**config.mk**
```make
export PLATFORM = sky130hd
export DESIGN_NAME = pwm_duty_sequencer
export DESIGN_NICKNAME = d
export VERILOG_FILES = /design/src/rtl/pwm_pkg.sv /design/src/rtl/key_debounce.sv /design/src/rtl/pwm_duty_sequencer.sv
export SDC_FILE = /design/constraint.sdc
export NUM_CORES = 1
export LEC_CHECK = 0
export CORE_UTILIZATION = 61
export CTS_CLUSTER_SIZE = 14
export DETAILED_ROUTE_END_ITERATION = 7
export PLACE_DENSITY = 0.8
export SYNTH_ARGS = -nofsm -noshare
export SYNTH_HDL_FRONTEND = slang
export SYNTH_SLANG_ARGS = --single-unit
```
**constraint.sdc**
```tcl
create_clock -name clk -period 3.1 [get_ports clk]
set_input_delay 0.465 -clock clk [delete_from_list [all_inputs] [get_ports clk]]
set_output_delay 0.465 -clock clk [all_outputs]
set_load 0.05 [all_outputs]
```
**src/rtl/pwm_pkg.sv**
```systemverilog
// Shared definitions for the LED PWM duty sequencer: FSM state encoding,
// default duty width, full-scale duty helper and key bit positions.
// Latency: n/a (definitions only). Backpressure: n/a.
package pwm_pkg;

    typedef enum logic [2:0] {
        MANUAL    = 3'd0,
        RAMP_UP   = 3'd1,
        HOLD_HI   = 3'd2,
        RAMP_DOWN = 3'd3,
        HOLD_LO   = 3'd4
    } state_t;

    localparam int DUTY_W_DEF = 10;

    localparam int KEY_UP = 0;
    localparam int KEY_DN = 1;

    // Full-scale duty value for a given compare width.
    function automatic int duty_max(input int w);
        return (1 << w) - 1;
    endfunction

endpackage

```
**src/rtl/key_debounce.sv**
```systemverilog
// Key conditioner: 2-flop synchronizer, stable-level debouncer, rising-edge press pulse.
// Latency: press pulses DEBOUNCE_CYC+2 cycles after a clean raw rise.
// Backpressure: none; press is a one-cycle pulse and is never held.
//
// Ports: clk, rst_n (async active-low), key_raw (raw button, active-high),
//        press (one-cycle pulse on each accepted rising level).
module key_debounce #(
    parameter int DEBOUNCE_CYC = 65536
) (
    input  logic clk,
    input  logic rst_n,
    input  logic key_raw,
    output logic press
);

    localparam int CNT_W = $clog2(DEBOUNCE_CYC + 1);

    logic [1:0]       sync;
    logic             level;
    logic [CNT_W-1:0] cnt;

    // The counter only runs while the synced level disagrees with the
    // accepted level; any bounce back to the accepted level restarts it.
    always_ff @(posedge clk or negedge rst_n) begin
        if (!rst_n) begin
            sync  <= '0;
            level <= 1'b0;
            cnt   <= '0;
            press <= 1'b0;
        end else begin
            sync  <= {sync[0], key_raw};
            press <= 1'b0;
            if (sync[1] == level) begin
                cnt <= '0;
            end else if (cnt == CNT_W'(DEBOUNCE_CYC - 1)) begin
                cnt   <= '0;
                level <= sync[1];
                press <= sync[1];
            end else begin
                cnt <= cnt + 1'b1;
            end
        end
    end

endmodule

```
**src/rtl/pwm_duty_sequencer.sv**
```systemverilog
// LED duty sequencer: manual key stepping or auto breathe FSM, duty applied at period end.
// Latency: duty follows pending one cycle after a period_end pulse.
// Backpressure: none; new targets wait in pending until the next period_end.
//
// Ports: clk, rst_n (async active-low), key[1:0] (raw up/down buttons),
//        mode_auto (async level, 1 = breathe), period_end (last cycle of PWM period),
//        duty (compare value), duty_upd (duty changed pulse), state (FSM debug).
module pwm_duty_sequencer
    import pwm_pkg::*;
#(
    parameter int DUTY_W       = DUTY_W_DEF,
    parameter int DUTY_STEP    = 8,
    parameter int STEP_DIV     = 32768,
    parameter int HOLD_TICKS   = 64,
    parameter int DEBOUNCE_CYC = 65536
) (
    input  logic              clk,
    input  logic              rst_n,
    input  logic [1:0]        key,
    input  logic              mode_auto,
    input  logic              period_end,
    output logic [DUTY_W-1:0] duty,
    output logic              duty_upd,
    output logic [2:0]        state
);

    localparam int TICK_W = (STEP_DIV > 1) ? $clog2(STEP_DIV) : 1;
    localparam int HOLD_W = $clog2(HOLD_TICKS + 1);
    localparam logic [DUTY_W-1:0] DMAX   = DUTY_W'(duty_max(DUTY_W));
    localparam logic [DUTY_W:0]   STEP_X = (DUTY_W + 1)'(DUTY_STEP);

    logic [1:0]        mode_sync;
    logic              mode_s;
    logic              up_evt;
    logic              dn_evt;
    state_t            state_q;
    state_t            state_nxt;
    logic [DUTY_W-1:0] pending;
    logic [DUTY_W-1:0] pending_nxt;
    logic [TICK_W-1:0] tick_cnt;
    logic [HOLD_W-1:0] hold_cnt;
    logic              tick;
    logic              hold_done;
    logic [DUTY_W:0]   sum_x;
    logic [DUTY_W:0]   diff_x;
    logic [DUTY_W-1:0] inc_val;
    logic [DUTY_W-1:0] dec_val;

    key_debounce #(.DEBOUNCE_CYC(DEBOUNCE_CYC)) u_db_up (
        .clk     (clk),
        .rst_n   (rst_n),
        .key_raw (key[KEY_UP]),
        .press   (up_evt)
    );

    key_debounce #(.DEBOUNCE_CYC(DEBOUNCE_CYC)) u_db_dn (
        .clk     (clk),
        .rst_n   (rst_n),
        .key_raw (key[KEY_DN]),
        .press   (dn_evt)
    );

    assign mode_s = mode_sync[1];
    assign state  = state_q;

    // One extra bit catches overflow (sum) and borrow (difference), so the
    // clamp is simply a test of the top bit.
    assign sum_x   = {1'b0, pending} + STEP_X;
    assign diff_x  = {1'b0, pending} - STEP_X;
    assign inc_val = sum_x[DUTY_W]  ? DMAX : sum_x[DUTY_W-1:0];
    assign dec_val = diff_x[DUTY_W] ? '0   : diff_x[DUTY_W-1:0];

    assign tick      = (state_q != MANUAL) && (tick_cnt == TICK_W'(STEP_DIV - 1));
    assign hold_done = tick && (hold_cnt == HOLD_W'(HOLD_TICKS - 1));

    // Leaving auto mode takes priority over a tick landing on the same cycle.
    always_comb begin
        state_nxt   = state_q;
        pending_nxt = pending;
        case (state_q)
            MANUAL: begin
                if (mode_s) begin
                    state_nxt = (pending == DMAX) ? HOLD_HI : RAMP_UP;
                end else if (up_evt && !dn_evt) begin
                    pending_nxt = inc_val;
                end else if (dn_evt && !up_evt) begin
                    pending_nxt = dec_val;
                end
            end
            RAMP_UP: begin
                if (!mode_s) begin
                    state_nxt = MANUAL;
                end else if (tick) begin
                    pending_nxt = inc_val;
                    if (inc_val == DMAX) state_nxt = HOLD_HI;
                end
            end
            HOLD_HI: begin
                if (!mode_s)        state_nxt = MANUAL;
                else if (hold_done) state_nxt = RAMP_DOWN;
            end
            RAMP_DOWN: begin
                if (!mode_s) begin
                    state_nxt = MANUAL;
                end else if (tick) begin
                    pending_nxt = dec_val;
                    if (dec_val == '0) state_nxt = HOLD_LO;
                end
            end
            HOLD_LO: begin
                if (!mode_s)        state_nxt = MANUAL;
                else if (hold_done) state_nxt = RAMP_UP;
            end
            default: state_nxt = MANUAL;
        endcase
    end

    always_ff @(posedge clk or negedge rst_n) begin
        if (!rst_n) begin
            mode_sync <= '0;
            state_q   <= MANUAL;
            pending   <= '0;
            tick_cnt  <= '0;
            hold_cnt  <= '0;
        end else begin
            mode_sync <= {mode_sync[0], mode_auto};
            state_q   <= state_nxt;
            pending   <= pending_nxt;

            // Both counters restart on every state entry, so the first tick
            // of a new state always lands a full STEP_DIV cycles later.
            if (state_q == MANUAL || state_nxt != state_q || tick) begin
                tick_cnt <= '0;
            end else begin
                tick_cnt <= tick_cnt + 1'b1;
            end

            if (state_nxt != state_q) begin
                hold_cnt <= '0;
            end else if (tick && (state_q == HOLD_HI || state_q == HOLD_LO)) begin
                hold_cnt <= hold_cnt + 1'b1;
            end
        end
    end

    // duty only moves on a period boundary so no PWM period is cut short.
    always_ff @(posedge clk or negedge rst_n) begin
        if (!rst_n) begin
            duty     <= '0;
            duty_upd <= 1'b0;
        end else if (period_end) begin
            duty     <= pending;
            duty_upd <= (pending != duty);
        end else begin
            duty_upd <= 1'b0;
        end
    end

endmodule

```
==> flow_summary.yaml, run 1 <==
status:
  status: "complete, no violations"
finish:
  antenna-diode-count: 0
  layout_common_cells: "dfrtp_1 (90), nor2_1 (60), xnor2_1 (42)"
  drive_gt1_share_pct: 11.0
  final_cell_area_um2: 5320
  syn_to_final_growth_pct: 9.99
  final_common_cell: "dfrtp_1"
  final_nets: 517
  finish.utilization_pct: 69.2
synth:
  synthTopCellsByArea: "dfrtp_1 (47%), xnor2_1 (7.6%), nor2_1 (4.7%)"
  synth_top_area_share_pct: 46.6
  avgSynthCellArea_um2: 9.82
  ys_seq_elements: 90
  syn_area_um2: 4830
  netlist_instances: 492
  yosysSeqAreaShare_pct: 46.6
  ys.flop_type: "dfrtp_1"
  synth.net_count: 505
  synth_cell_types: 59
  synth_top_area_cell: "dfrtp_1"
  ys_warn_count: 0
  async_flop_share_pct: 100
  synth_edf_count: 0
critical_path:
  reg2reg_depth: 8
  critPathMaxStageDelay_ns: 0.64
  endpoint_kind: "flip-flop"
  crit_buf_inv: 1
  crit_cells: 8
  cp_data_required_time_ns: 3.35
  crit_arrival_ns: 2.91
  path_class: "reg -> reg"
  crit_fanout: 16
  path_cells: "inv_1 -> ha_1 -> and3b_1 -> o21a_1 -> o2111a_2 -> nand3_1 -> nand2_1 -> nor4_1"
  crit_family: "simple AND/OR/NAND/NOR gates"
  critPathLaunchType: "flip-flop"
  slowest_stage: "dfrtp_1"
run:
  cap_violations: 0
global_routing:
  grt_max_degree: 61
  globalRouteTotalUtil_pct: 24.6
  grt_overflow: 0
  grt_antenna_before_repair: 0
  grt_pass1_wl_um: 16300
  grt_pass1_vias: 3548
timing:
  max_freq_mhz: 376
  final-setup-viol-count: 0
  worstMarginPinSlew_ns: 0.783
  hold_violations: 0
  tns_ns: 0
  period_minus_slack_ns: 2.66
  timing.hold.ws_ns: 0.176
  maxSlewHeadroom_pct: 47.5
  finalClockSkew_ns: 0.00611
  finalMaxSlewViolations: 0
  rsz0062_at_grt: "false"
  fin_crit_sh_pct: 85.7
clock_network:
  htreeDepth: 3
  ctsResizeCount: 0
  postCtsSetupRepairBufs: 0
  clk_pin_slew_worst_paths_ns: 0.09
  root_buffer: "clkbuf_8"
  cts_tree: "yes"
  cts_num_sinks: 90
  cts_buffer_depth: 2
  cts_hold_buf: 0
  clkLatencyLatePin_ns: 0.36
  numCtsBuffers: 9
die:
  core_area_um2: 7690
  die_width_um: 91.0
  initial_core_util_pct: 62.9
  die_y_um: 91.0
  io_pins: 20
  num_rows: 32
  dieArea_um2: 8280
routing:
  postRouteAntennaNets: 0
  drc: 0
  viasPerCell: 5.94
  wl_per_cell_um: 15.5
  first_iter_violations: 206
  vias: 3632
  firstDrtPassIters: 5
  wl_um: 9470
placed_design:
  postPlaceCellArea_um2: 5090
  io_buffers: 19
  dp_hpwl_um: 6440
  place_congestion: 0.882
power:
  power_density_nw_per_um2: 515
  leakage_nw: 2.27
  irDropWorstVdd_mv: 0.275
min_path:
  hp-class: "in -> async"
logic make-up (layout without fill, tap and decap cells):
logic type	after synthesis	after routing	synth area share (%)
adders and majority gates	7	7	1.81
AOI/OAI and AO/OA	54	54	7.66
and+or+nand+nor	227	227	26.1
xor gates and xnor gates	63	63	11.4
buffers and inverters	38	55	3.42
muxes	13	13	3.00
DFF	90	90	46.6
flip-flops by register name, indices dropped and copies added, names as in the netlist, 2 cells and up:
register and flops:
u_db_dn.cnt 17, u_db_up.cnt 17, tick_cnt 15, duty 10, pending 10, hold_cnt 7
state 3, mode_sync 2, u_db_dn.sync 2, u_db_up.sync 2
final cells by class:
type / count / area (µm²)
Multi-Input combinational cell: 364 / 2420
Sequential cell: 90 / 2250
Timing Repair Buffer: 25 / 245
Clock buffer: 9 / 124
Inverter: 14 / 52.6
Fill cell: 614 / 2370
Clock inverter: 7 / 98.8
Tap cell: 102 / 128
cell usage after synthesis, types with 3 or more instances:
cell type	number
nor2_1	60
ha_1	7
nand3_1	37
dfrtp_1	90
or2_1	3
xor2_1	21
o21a_1	5
and3_1	7
clkbuf_1	15
nor4b_1	3
or3_1	3
o21ai_0	9
mux2_2	11
nor3_2	9
a31oi_1	4
a21oi_1	13
nor3_1	18
xnor2_1	42
nand4_1	12
nor4_1	15
buf_2	6
nand2_1	35
o21ai_1	5
inv_1	13
and3b_1	3
and4_1	4
layer usage:
layer | vias to the layer above | part of all wire [%] | GRT usage (%)
met4 | 0 | 1.5 | 7.67
li1 | 1758 | - | -
met2 | 101 | 50 | 41.0
met3 | 13 | 4.5 | 4.36
met1 | 1760 | 44 | 32.9
met5 | - | 0 | 0
worst reg2reg max path, cell delays in order (launching register included):
cell and delay (ns):
dfrtp_1 0.64, inv_1 0.09, ha_1 0.33, and3b_1 0.21
o21a_1 0.17, o2111a_2 0.27, nand3_1 0.11, nand2_1 0.36
nor4_1 0.38
final timing paths:
| path | end | from | slack [ns] |
|---|---|---|---|
| max | tick_cnt[6] | pending[3] | 0.44 |
| min | pending[8] | rst_n | 0.18 |
| max reg2reg | tick_cnt[6] | pending[3] | 0.44 |
| min reg2reg | u_db_dn.sync[1] | u_db_dn.sync[0] | 0.36 |
| max in group asynchronous | u_db_up.cnt[3] | rst_n | 2.30 |
| min in group clk | u_db_dn.sync[1] | u_db_dn.sync[0] | 0.36 |
report_power, final:
part,leakage (nW),total (mW),internal [mW],switching [mW]
registers,1.24,1.25,1.21,0.0406
clock network,0.116,0.907,0.463,0.444
logic,0.923,0.584,0.197,0.388
total,2.27,2.74,1.87,0.873
stage by stage:
step	setup slack (ns)	cells	power [mW]
floorplan	0.670	492	1.71
global placement	0.561	595	1.84
detailed placement	0.482	595	1.85
CTS	0.460	611	2.75
global route	0.181	611	2.85
finish	0.444	611	2.74
No activity file was read; power rests on OpenSTA's default activity.
==> inputs of run 2 (changes only) <==
Settings changed: CORE_MARGIN set to 4, PLACE_DENSITY 0.8 to 0.77.
==> run 2 against run 1 <==
Combinational power rose by 5.8%. Global-route usage down 4.4 points. Clock power fell by 18%. Cell area down 0.66%. Total power down 5.4%. Non-clock buffer count increased by 2. Hold slack worse by 0.076 ns. Critical path depth unchanged. Maximum frequency is 1.2% lower. Final cell count is 0.33% higher. Highest routed layer unchanged.
==> flow_summary.yaml, run 2 (synthesis gave the netlist of run 1 again) <==
critical_path:
  endpoint_kind: "flip-flop"
  critPathLaunchType: "flip-flop"
  r2r_end: "tick_cnt[4]"
  path_class: "reg -> reg"
  cp_data_required_time_ns: 3.35
  timing.rr.start: "pending[3]"
  crit_fanout: 16
  reg2reg_depth: 8
  crit_arrival_ns: 2.94
  rrSetupSlack_ns: 0.41
die:
  io_pins: 20
  initial_core_util_pct: 62.5
  core_area_um2: 7730
  die_y_um: 97.0
  num_rows: 32
  dieArea_um2: 9410
  die_width_um: 97.0
min_path:
  hp-class: "in -> async"
run:
  cap_violations: 0
finish:
  final_common_cell: "dfrtp_1"
  final_cell_area_um2: 5280
  antenna-diode-count: 0
  syn_to_final_growth_pct: 9.27
  layout_common_cells: "dfrtp_1 (90), nor2_1 (60), xnor2_1 (42)"
  drive_gt1_share_pct: 11.4
  fillers: 604
  final_nets: 519
  reg.largest.list: "u_db_dn.cnt: 17 flops, u_db_up.cnt: 17 flops, tick_cnt: 15 flops"
timing:
  period_minus_slack_ns: 2.69
  rsz0062_at_grt: "false"
  fin_crit_sh_pct: 86.7
  maxSlewHeadroom_pct: 50.3
  finalClockSkew_ns: 0.00816
  final-setup-viol-count: 0
  tns_ns: 0
  max_freq_mhz: 372
  finalMaxSlewViolations: 0
  hold_violations: 0
  worstMarginPinSlew_ns: 0.741
  fin_ws_ns: 0.412
routing:
  viasPerCell: 5.80
  vias: 3554
  drc: 0
  firstDrtPassIters: 4
  wl_um: 9120
  first_iter_violations: 190
  wl_per_cell_um: 14.9
  postRouteAntennaNets: 0
global_routing:
  grt_pass1_wl_um: 15800
  grt_max_degree: 51
  grt_pass1_vias: 3425
  globalRouteTotalUtil_pct: 20.2
  grt_antenna_before_repair: 0
  grt_overflow: 0
power:
  pwr-share-seq_pct: 47.4
  switchingPower_mw: 0.861
  p_sw_share_pct: 33.2
  irDropWorstVdd_mv: 0.293
  p_int_mw: 1.73
  clock_power_share_pct: 28.8
  pwr-share-comb_pct: 23.8
  leakage_nw: 2.26
  power_density_nw_per_um2: 491
clock_network:
  cts_hold_buf: 0
  ctsResizeCount: 0
  cts_num_sinks: 90
  clk_pin_slew_worst_paths_ns: 0.09
  cts_buffer_depth: 2
  clkLatencyLatePin_ns: 0.36
  root_buffer: "clkbuf_8"
  htreeDepth: 3
  numCtsBuffers: 9
  postCtsSetupRepairBufs: 0
  cts_tree: "yes"
placed_design:
  dp_hpwl_um: 6330
  postPlaceCellArea_um2: 5100
  io_buffers: 19
  place_congestion: 0.928
  dp_slack_ns: 0.454
status:
  status: "complete, no violations"
-- run 2: critical path, stage by stage (launching register included) --
cell and delay, ns:
dfrtp_1 0.65, inv_1 0.09, ha_1 0.33, and3b_1 0.22, o21a_1 0.16, o2111a_2 0.27, nand3_1 0.11, nand2_1 0.37
nor4_1 0.37
-- run 2: layout make-up --
type,instances,area (µm²),area share (%)
Clock inverter,6,47.5,0.900
Timing Repair Buffer,27,248,4.69
Inverter,14,52.6,0.995
Tap cell,102,128,2.42
Multi-Input combinational cell,364,2420,45.7
Clock buffer,10,138,2.61
Sequential cell,90,2250,42.6
-- run 2: layer usage --
layer  track usage (%)  wire (µm)  share of wire, %  vias to the layer above
li1                  -          -                 -                     1757
met1              27.5       4300                47                     1716
met2              32.0       4330                47                       68
met3              5.26        362               4.0                       13
met4              5.94        131               1.4                        0
met5                 0          0                 0                        -
-- run 2: stage by stage --
stage          hold WS, ns  cells  util, %  total power, mW
6_report            0.0997    613     68.3             2.59
5_1_grt              0.139    613     68.3             2.72
4_1_cts              0.120    613     68.3             2.62
3_5_place_dp         0.338    597     65.9             1.87
3_3_place_gp         0.333    597     65.9             1.86
2_1_floorplan        0.169    492        -             1.71
-- run 2: worst max path at each step --
stage                startpoint           end  slack, ns
floorplan            pending[3]  tick_cnt[10]       0.67
global route         pending[3]   tick_cnt[4]       0.11
global placement    tick_cnt[0]   tick_cnt[4]       0.54
finish               pending[3]   tick_cnt[4]       0.41
CTS                  pending[3]   tick_cnt[4]       0.44
detailed placement   pending[3]   tick_cnt[8]       0.45
-- run 2: power groups by stage --
stage / Combinational (mW) / Clock, mW / Sequential [mW]
5_1_grt: 0.671 / 0.822 / 1.23
4_1_cts: 0.616 / 0.775 / 1.23
2_1_floorplan: 0.418 / 0 / 1.30
3_3_place_gp: 0.606 / 0 / 1.25
3_5_place_dp: 0.615 / 0 / 1.25
6_report: 0.618 / 0.746 / 1.23
